===== src/rtl/act_func_ctrl.sv =====
// Activation sequencer: streams len words from the input buffer through
// the activation datapath and into the output buffer.
// Ports: clk/reset; init,len,mode,rd_base,wr_base request; ready/done/err
// status; rd_en/rd_addr/rd_data read side; act_mode/act_in/act_out
// datapath; wr_en/wr_addr/wr_data write side.
module act_func_ctrl #(
  parameter int WIDTH  = 32,
  parameter int ADDR_W = 8
) (
  input  logic              clk,
  input  logic              reset,
  input  logic              init,
  input  logic [ADDR_W:0]   len,
  input  logic              mode,
  input  logic [ADDR_W-1:0] rd_base,
  input  logic [ADDR_W-1:0] wr_base,
  output logic              ready,
  output logic              done,
  output logic              err,
  output logic              rd_en,
  output logic [ADDR_W-1:0] rd_addr,
  input  logic [WIDTH-1:0]  rd_data,
  output logic              act_mode,
  output logic [WIDTH-1:0]  act_in,
  input  logic [WIDTH-1:0]  act_out,
  output logic              wr_en,
  output logic [ADDR_W-1:0] wr_addr,
  output logic [WIDTH-1:0]  wr_data
);

  typedef enum logic [1:0] {
    IDLE,
    RUN,
    DRAIN,
    FIN
  } state_t;

  localparam logic [ADDR_W:0] MAX_LEN = {1'b1, {ADDR_W{1'b0}}};

  state_t            state;
  logic [ADDR_W:0]   cnt;
  logic [ADDR_W-1:0] wr_ptr;
  logic              rd_vld;

  assign ready   = (state == IDLE);
  assign wr_data = act_out;

  always_ff @(posedge clk) begin
    if (reset) begin
      state    <= IDLE;
      done     <= 1'b0;
      err      <= 1'b0;
      rd_en    <= 1'b0;
      rd_addr  <= '0;
      rd_vld   <= 1'b0;
      act_mode <= 1'b0;
      act_in   <= '0;
      wr_en    <= 1'b0;
      wr_addr  <= '0;
      wr_ptr   <= '0;
      cnt      <= '0;
    end else begin
      done   <= 1'b0;
      err    <= 1'b0;
      // rd_vld marks the cycle the read data is on rd_data
      rd_vld <= rd_en;
      wr_en  <= rd_vld;
      if (rd_vld) begin
        act_in  <= rd_data;
        wr_addr <= wr_ptr;
        wr_ptr  <= wr_ptr + 1'b1;
      end
      unique case (state)
        IDLE: begin
          if (init) begin
            if (len == '0) begin
              done <= 1'b1;
            end else if (len > MAX_LEN) begin
              err <= 1'b1;
            end else begin
              state    <= RUN;
              act_mode <= mode;
              rd_en    <= 1'b1;
              rd_addr  <= rd_base;
              wr_ptr   <= wr_base;
              cnt      <= len - 1'b1;
            end
          end
        end
        RUN: begin
          if (cnt == '0) begin
            rd_en <= 1'b0;
            state <= DRAIN;
          end else begin
            rd_addr <= rd_addr + 1'b1;
            cnt     <= cnt - 1'b1;
          end
        end
        DRAIN: begin
          // last write is on the bus and nothing else is in flight
          if (wr_en && !rd_vld) begin
            state <= FIN;
            done  <= 1'b1;
          end
        end
        FIN: begin
          state <= IDLE;
        end
        default: begin
          state <= IDLE;
        end
      endcase
    end
  end

endmodule

===== config.mk =====
export PLATFORM = sky130hd
export DESIGN_NAME = act_func_ctrl
export DESIGN_NICKNAME = d
export VERILOG_FILES = /design/src/rtl/act_func_ctrl.sv
export SDC_FILE = /design/constraint.sdc
export NUM_CORES = 1
export LEC_CHECK = 0
export ABC_AREA = 1
export CAP_MARGIN = 25
export CELL_PAD_IN_SITES_DETAIL_PLACEMENT = 1
export CELL_PAD_IN_SITES_GLOBAL_PLACEMENT = 2
export CORE_ASPECT_RATIO = 0.5
export CORE_MARGIN = 4
export CORE_UTILIZATION = 21
export DETAILED_ROUTE_END_ITERATION = 16
export PLACE_DENSITY = 0.79
export SYNTH_ARGS = -nofsm -noshare
export SYNTH_HDL_FRONTEND = slang
export SYNTH_SLANG_ARGS = --single-unit

===== constraint.sdc =====
create_clock -name clk -period 2.6 [get_ports clk]
set_input_delay 0.26 -clock clk [delete_from_list [all_inputs] [get_ports clk]]
set_output_delay 0.26 -clock clk [all_outputs]
set_load 0.01 [all_outputs]

# Yosys cells after proc, flatten, opt, wreduce, memory -nomap -nowiden
# Index checks and enable logic that the tools add are counted.
# Widths: inputs -> output; s select.
# totals
register_bits	73
input_bits	93
output_inout_bits	86
word_cells	72
# op_classes
add_sub_neg	4
n_lt_le_gt_ge	1
eq_ne	9
mux	31
bitwise_logic	4
reduce_logical	11
# ops
op	n
$mux 8	9
$mux 9	4
$logic_not 9->1	2
$pmux 9 s2	1
$sub 9x1->9 const B	2
$add 8x1->8 const B	2
$pmux 8 s2	1
$reduce_and 5->1	3
$ne 2x2->1 const B	6
$mux 2	5
$gt 9x9->1 const B	1
$mux 1	8
$pmux 2 s4	1
$eq 2x2->1 const B	2
$not 1->1	4
$pmux 1 s2	2
$reduce_and 4->1	1
$reduce_or 4->1	1
$eq 2x1->1 const B	1
$logic_not 2->1	1
$reduce_bool 2->1	1
$logic_and 1x1->1	1
$logic_not 1->1	1

# Depth between registers and ports, before layout
# Gate-level depths: netlist (run 1).
# depth
word_depth	6
mapped_depth	13
ltp_nobuf	12

# Worst setup path before layout (run 1)
# OpenSTA, ideal clock, no wires.
# synth_timing
kind	reg2reg
start	register state[1]
end	register cnt[4]
setup_time_ps	116
t_arrival_ps	1821
required_time_ps	2484
slack_ps	663
path_stages_with_launch	13
n_path_buf	1
period_less_slack_ps	1937
path_cell_list	dfxtp_1 -> inv_1 -> ha_1 -> buf_6 -> o21ai_0 -> inv_1 -> ha_1 -> nand3_1 -> nor2_2 -> nand2_1 -> nand2_1 -> o21ai_0 -> nor2_1
# synth_via
elab_chain_len	3
elab_cells_between_ends	9
cone_classes	eq/ne: 5; mux: 1; reduce/logical: 3
# synth_lines
item	line	text
from (decl)	40	state_t state;
from (signal assigned)	50	state <= IDLE;
from (signal assigned)	81	state <= RUN;
from (signal assigned)	93	state <= DRAIN;
$eq 2x1->1 or $logic_not 2->1 (tied branches)	73	unique case (state)
$ne 2x2->1 (no line) or $reduce_bool 2->1 (tied branches)	--	
$reduce_and 5->1 (no line)	--	
to (signal assigned)	86	cnt <= len - 1'b1;
to (signal assigned)	96	cnt <= cnt - 1'b1;
to (decl)	41	logic [ADDR_W:0] cnt;
# Parallel ways exist; a longest one is shown, timed or not.
# A chain may end at the register's enable or synchronous reset.

# Worst setup path in the final report (run 1)
# Ends and elaborated chain as after synthesis.

==> results.yml, run 1 <==
sta:
  min_period_over_period_pct: 84.0
  fin_worst_skew_ps: 6.75
  finalSetupViolCount: 0
  slew_viol_final: 0
  fin_crit_ps: 2180
  rsz0062_at_grt: "false"
  fmax_ghz: 0.458
  final-hold-violation-count: 0
  worst_pin_slew_ps: 540
  whs_ps: 453
  slew_headroom_pct: 64.0
  tns_ps: 0
layout:
  area_growth_pct: 40.3
  fin_area_um2: 5350
  fin_util_pct: 30.4
  drive_gt1_share_pct: 6.88
  nNetsFinal: 750
  diodes: 0
critical_path:
  r2r_slack_ps: 420
  worst_path_max_delay_cell: "o21ai_0"
  critPathLaunch: "state[1]$_SDFFE_PP0P_"
  critPathMaxStageDelay_ps: 380
  setup.worst_path.class: "register to register"
  r2r-end: "cnt[4]$_SDFFE_PP0P_"
  start_kind: "register"
  rr_worst_depth: 11
  arrival_ps: 2410
  crit_fanout: 7
  cp_cell_sequence: "inv_1 -> ha_1 -> o21ai_0 -> inv_1 -> ha_1 -> nand3_1 -> nor2_2 -> nand2_1 -> nand2_1 -> o21ai_0 -> nor2_1"
  cp-endpoint: "cnt[4]$_SDFFE_PP0P_"
  critPathCaptureType: "register"
  r2r-start: "state[1]$_SDFFE_PP0P_"
  required_ps: 2830
clocking:
  cts_tree: "done"
  cts_buffers: 9
  cts_root_buffer: "clkbuf_16"
  cts.sinks: 73
  clk_latency_ps: 340
  holdBufCountCts: 0
  htreeDepth: 3
  ctsResizeCount: 0
  clockBufferDepth: 2
  cts_setup_buffers: 0
  clkTransAtPathRegs_ps: 60
placement:
  io_buffers: 114
  gp_congestion: 0.747
  hpwlAfterDp_um: 9050
  dpl_cell_area_um2: 5000
status:
  run_status: "complete, no violations"
global_routing:
  grt_pass1_vias: 3853
  grt_util_all_layers_pct: 11.9
  grt_pass1_wl_um: 19500
  grt_overflow: 0
  grt_max_degree: 45
  antenna_found_initial: 0
floorplan:
  die_w_um: 199
  core_um2: 17600
  pin_count: 179
  initial_utilization_pct: 21.7
  die_height_um: 103
  rows: 34
  dieArea_um2: 20500
synth:
  ys_ff_latch: 73
  synth-seq-area-share_pct: 38.3
  synth_nets: 668
  netlist_instances: 567
  synth_area_um2: 3810
  ys_types: 31
  yosysWarnings: 0
  syn_area_per_cell_um2: 6.72
routing:
  antenna_left: 0
  viasPerCell: 4.25
  drt_iter0_drc: 110
  vias: 3773
  wl_per_cell_um: 13.6
  drcViolationCount: 0
  wl_um: 12000
  drt_pass1_iterations: 4
pwr:
  power.total_w: 0.00507
  leakagePower_nw: 2.30
  pwr_density_cell_nw_per_um2: 948
  peakVddDrop_uv: 331
min_path:
  hp-class: "register to register"
flow_run:
  maxCapViolations: 0
## how the worst min path moves through the flow
stage                        from                 to  slack (ps)  depth (start not counted)
6_report       rd_en$_SDFFE_PP0P_  rd_vld$_SDFF_PP0_         450                          2
5_1_grt        rd_en$_SDFFE_PP0P_  rd_vld$_SDFF_PP0_         480                          2
4_1_cts        rd_en$_SDFFE_PP0P_  rd_vld$_SDFF_PP0_         450                          2
3_5_place_dp   rd_en$_SDFFE_PP0P_  rd_vld$_SDFF_PP0_         440                          2
3_3_place_gp   rd_en$_SDFFE_PP0P_  rd_vld$_SDFF_PP0_         440                          2
2_1_floorplan                init     err$_SDFF_PP0_         390                          2
## cells in the mapped netlist, drive strengths merged
master,instances,area [µm²]
nand2,139,529
nor2,104,398
dfxtp,73,1460
o21ai,59,295
inv,53,201
buf,47,334
nand3,29,150
a21oi,22,140
clkbuf,10,37.5
ha,8,100
nand4,6,37.5
nor4,3,18.8
o211ai,3,22.5
xnor2,3,26.3
or2,2,12.5
a211oi,1,7.51
a311oi,1,8.76
nor3,1,5.00
o21a,1,8.76
o21bai,1,7.51
xor2,1,8.76
## cells in the final DEF (no fill, tap or decap), types with 9 or more instances in the layout
| cell | Yosys | layout |
|---|---|---|
| nand2_1 | 138 | 138 |
| clkdlybuf4s50_1 | 0 | 114 |
| nor2_1 | 101 | 101 |
| dfxtp_1 | 73 | 73 |
| o21ai_0 | 59 | 59 |
| inv_1 | 51 | 51 |
| nand3_1 | 28 | 28 |
| a21oi_1 | 14 | 14 |
| buf_4 | 33 | 12 |
| clkbuf_16 | 0 | 9 |
## per-stage QoR
| step | setup slack [ps] | cells |
|---|---|---|
| detailed placement | 165 | 872 |
| global placement | 281 | 872 |
| CTS | 411 | 888 |
| floorplan | 663 | 567 |
| global route | 159 | 888 |
| finish | 417 | 888 |
## kinds of logic (layout without fill, tap and decap cells)
| logic type | count (synthesis) | count (layout) | share of synthesized area [%] |
|---|---|---|---|
| AO/OA/AOI/OAI | 88 | 88 | 12.9 |
| XOR/XNOR | 4 | 4 | 0.919 |
| flip-flops | 73 | 73 | 38.3 |
| buffers and inverters | 110 | 197 | 15.0 |
| adder cells (fa/ha/maj) | 8 | 8 | 2.63 |
| AND/OR/NAND/NOR | 284 | 284 | 30.2 |
## power by group
group	internal (W)	leakage [nW]	switching (W)
registers	0.00138	0.596	0.000214
logic	0.000872	1.53	0.00113
clock network	0.000969	0.167	0.000496
## layout make-up
cell class | instances | area, µm²
fillers | 2168 | 12200
multi-input cells | 384 | 1780
well taps | 234 | 293
inverters | 53 | 201
clock buffers | 12 | 246
flip-flops and latches | 73 | 1460
clock inverters | 4 | 98.8
repair buffers | 128 | 1270
## registers in the layout, indices dropped and copies added, names as in the netlist
name	flops
act_mode	1
state	2
cnt	9
rd_vld	1
act_in	32
wr_ptr	8
err	1
rd_addr	8
done	1
wr_addr	8
wr_en	1
rd_en	1
## critical path: cells and delay by family (launching register included)
| kind | cells | cell delay [ps] |
|---|---|---|
| AO/OA/AOI/OAI | 2 | 530 |
| buffers and inverters | 2 | 260 |
| adder cells (fa/ha/maj) | 2 | 520 |
| AND/OR/NAND/NOR | 5 | 440 |
| flip-flops | 1 | 330 |
## routing by layer
layer / vias to the layer above / share of wire (%) / wire [µm] / global-route usage [%]
met4: 0 / 1.1 / 136 / 2.84
met1: 1773 / 44 / 5360 / 13.7
met3: 13 / 6.0 / 719 / 4.43
met2: 71 / 48 / 5830 / 21.5
met5: - / 0 / 0 / 0
li1: 1916 / - / - / -
(Power assumes the default switching activity.)
==> inputs of run 2 (changes only) <==
==> constraint.sdc (replaced) <==
create_clock -name clk -period 2.1 [get_ports clk]
set_input_delay 0.21 -clock clk [delete_from_list [all_inputs] [get_ports clk]]
set_output_delay 0.21 -clock clk [all_outputs]
set_load 0.01 [all_outputs]
==> results.yml, run 2 (same netlist as run 1, synthesis figures left out) <==
global_routing:
  grt_pass1_vias: 4019
  grt_util_all_layers_pct: 12.1
  grt_pass1_wl_um: 19700
  grt_overflow: 0
  grt_max_degree: 43
  antenna_found_initial: 0
layout:
  final_cells: 902
  final_common_cell: "nand2_1"
  reg_top3: "act_in x32, cnt x9"
  final_cell_mix: "nand2_1 (138), clkdlybuf4s50_1 (114), nor2_1 (101), dfxtp_1 (73), o21ai_0 (59)"
  nNetsFinal: 764
  top_register: "act_in"
  drive_gt1_share_pct: 9.28
  n_fill_cell: 2150
  area_growth_pct: 42.2
  diodes: 0
  largest_reg_flops: 32
floorplan:
  core_um2: 17600
  dieArea_um2: 20500
  die_height_um: 103
  pin_count: 179
  initial_utilization_pct: 21.7
  die_w_um: 199
  rows: 34
critical_path:
  start_kind: "input pin"
  setup.worst_path.class: "input pin to register"
  arrival_ps: 2190
  required_ps: 2340
  r2r-start: "state[1]$_SDFFE_PP0P_"
  rr_worst_depth: 11
  crit_fanout: 16
  critPathCaptureType: "register"
  r2r_slack_ps: 220
  r2r-end: "cnt[4]$_SDFFE_PP0P_"
routing:
  antenna_left: 0
  met1_length_um: 5140
  viasPerCell: 4.23
  met2_length_um: 6110
  drcViolationCount: 0
  wl_um: 12100
  wl_met3_um: 719
  vias: 3817
  top_layer_used: "met4"
  drt_iter0_drc: 95
  wl_per_cell_um: 13.5
  drt_pass1_iterations: 4
clocking:
  ctsResizeCount: 0
  cts_buffers: 9
  cts_setup_buffers: 0
  clk_latency_ps: 340
  holdBufCountCts: 0
  cts_tree: "done"
  clockBufferDepth: 2
  cts.sinks: 73
  clkTransAtPathRegs_ps: 60
  cts_root_buffer: "clkbuf_16"
  htreeDepth: 3
placement:
  gp_congestion: 0.757
  hpwlAfterDp_um: 9300
  dp_worst_setup_slack_ps: -223
  placed_cells: 886
  io_buffers: 114
sta:
  rsz0062_at_grt: "false"
  fin_worst_skew_ps: 10.4
  final-hold-violation-count: 0
  whs_ps: 420
  slew_headroom_pct: 73.7
  fin_crit_ps: 1950
  min_period_over_period_pct: 92.9
  slew_viol_final: 0
  setup_slack_ps: 149
  fmax_ghz: 0.512
  worst_pin_slew_ps: 392
  tns_ps: 0
  finalSetupViolCount: 0
pwr:
  p_comb_share_pct: 41.7
  power.total_w: 0.00610
  p_int_w: 0.00382
  p_sw_w: 0.00228
  pwr_density_cell_nw_per_um2: 1130
  clockPowerShare_pct: 26.0
  leakagePower_nw: 2.34
  p_sw_share_pct: 37.4
  seqPwrFrac_pct: 32.3
  peakVddDrop_uv: 345
min_path:
  hold_depth: 0
  hold_start: "act_out[0]"
  whs_endpoint: "wr_data[0]"
  hp-class: "input pin to output pin"
flow_run:
  maxCapViolations: 0
status:
  run_status: "complete, no violations"
[run 2: area by class of cell]
| cell class | instances | area [µm²] | area share, % |
|---|---|---|---|
| sequential | 73 | 1460 | 27.0 |
| inverter | 53 | 201 | 3.72 |
| tap | 234 | 293 | 5.40 |
| timing repair buffer | 142 | 1350 | 24.9 |
| multi-input combinational | 384 | 1800 | 33.3 |
| clock buffer | 12 | 256 | 4.73 |
| clock inverter | 4 | 51.3 | 0.947 |
[run 2: how the worst max path moves through the flow]
| stage | to | cells after the start | startpoint | slack, ps |
|---|---|---|---|---|
| 6_report | cnt[7]$_SDFFE_PP0P_ | 12 | len[6] | 150 |
| 5_1_grt | rd_addr[7]$_SDFFE_PP0P_ | 12 | len[6] | 3 |
| 4_1_cts | cnt[6]$_SDFFE_PP0P_ | 10 | state[1]$_SDFFE_PP0P_ | 40 |
| 3_5_place_dp | rd_addr[6]$_SDFFE_PP0P_ | 12 | len[2] | -220 |
| 3_3_place_gp | cnt[7]$_SDFFE_PP0P_ | 12 | len[2] | -170 |
| 2_1_floorplan | cnt[4]$_SDFFE_PP0P_ | 12 | state[1]$_SDFFE_PP0P_ | 160 |
[run 2: critical path, stage by stage]
cell	delay, ps
clkdlybuf4s50_1	440
nor4_2	280
buf_4	160
nand2_1	80
ha_1	220
nand2_1	90
o21a_2	210
nand2_8	110
inv_4	180
nand3_1	100
nand2_1	70
inv_1	30
[run 2: per-stage QoR]
step                      cell area, µm²  utilization, %
after CTS                           5390            30.7
final                               5420            30.8
after floorplan                     3810               -
after global routing                5420            30.8
after detailed placement            5080            28.9
after global placement              5080            28.9
[run 2: power groups by stage]
stage	registers, W	logic [W]	clock network, W
global route	0.00202	0.00289	0.00172
floorplan	0.00204	0.00151	0
finish	0.00197	0.00254	0.00159
CTS	0.00197	0.00257	0.00166
detailed placement	0.00200	0.00256	0
global placement	0.00199	0.00252	0
[run 2: layer usage]
metal | global-route usage [%] | up-vias
li1 | - | 1945
met1 | 13.2 | 1778
met2 | 22.6 | 80
met3 | 4.40 | 14
met4 | 3.26 | 0
met5 | 0 | -
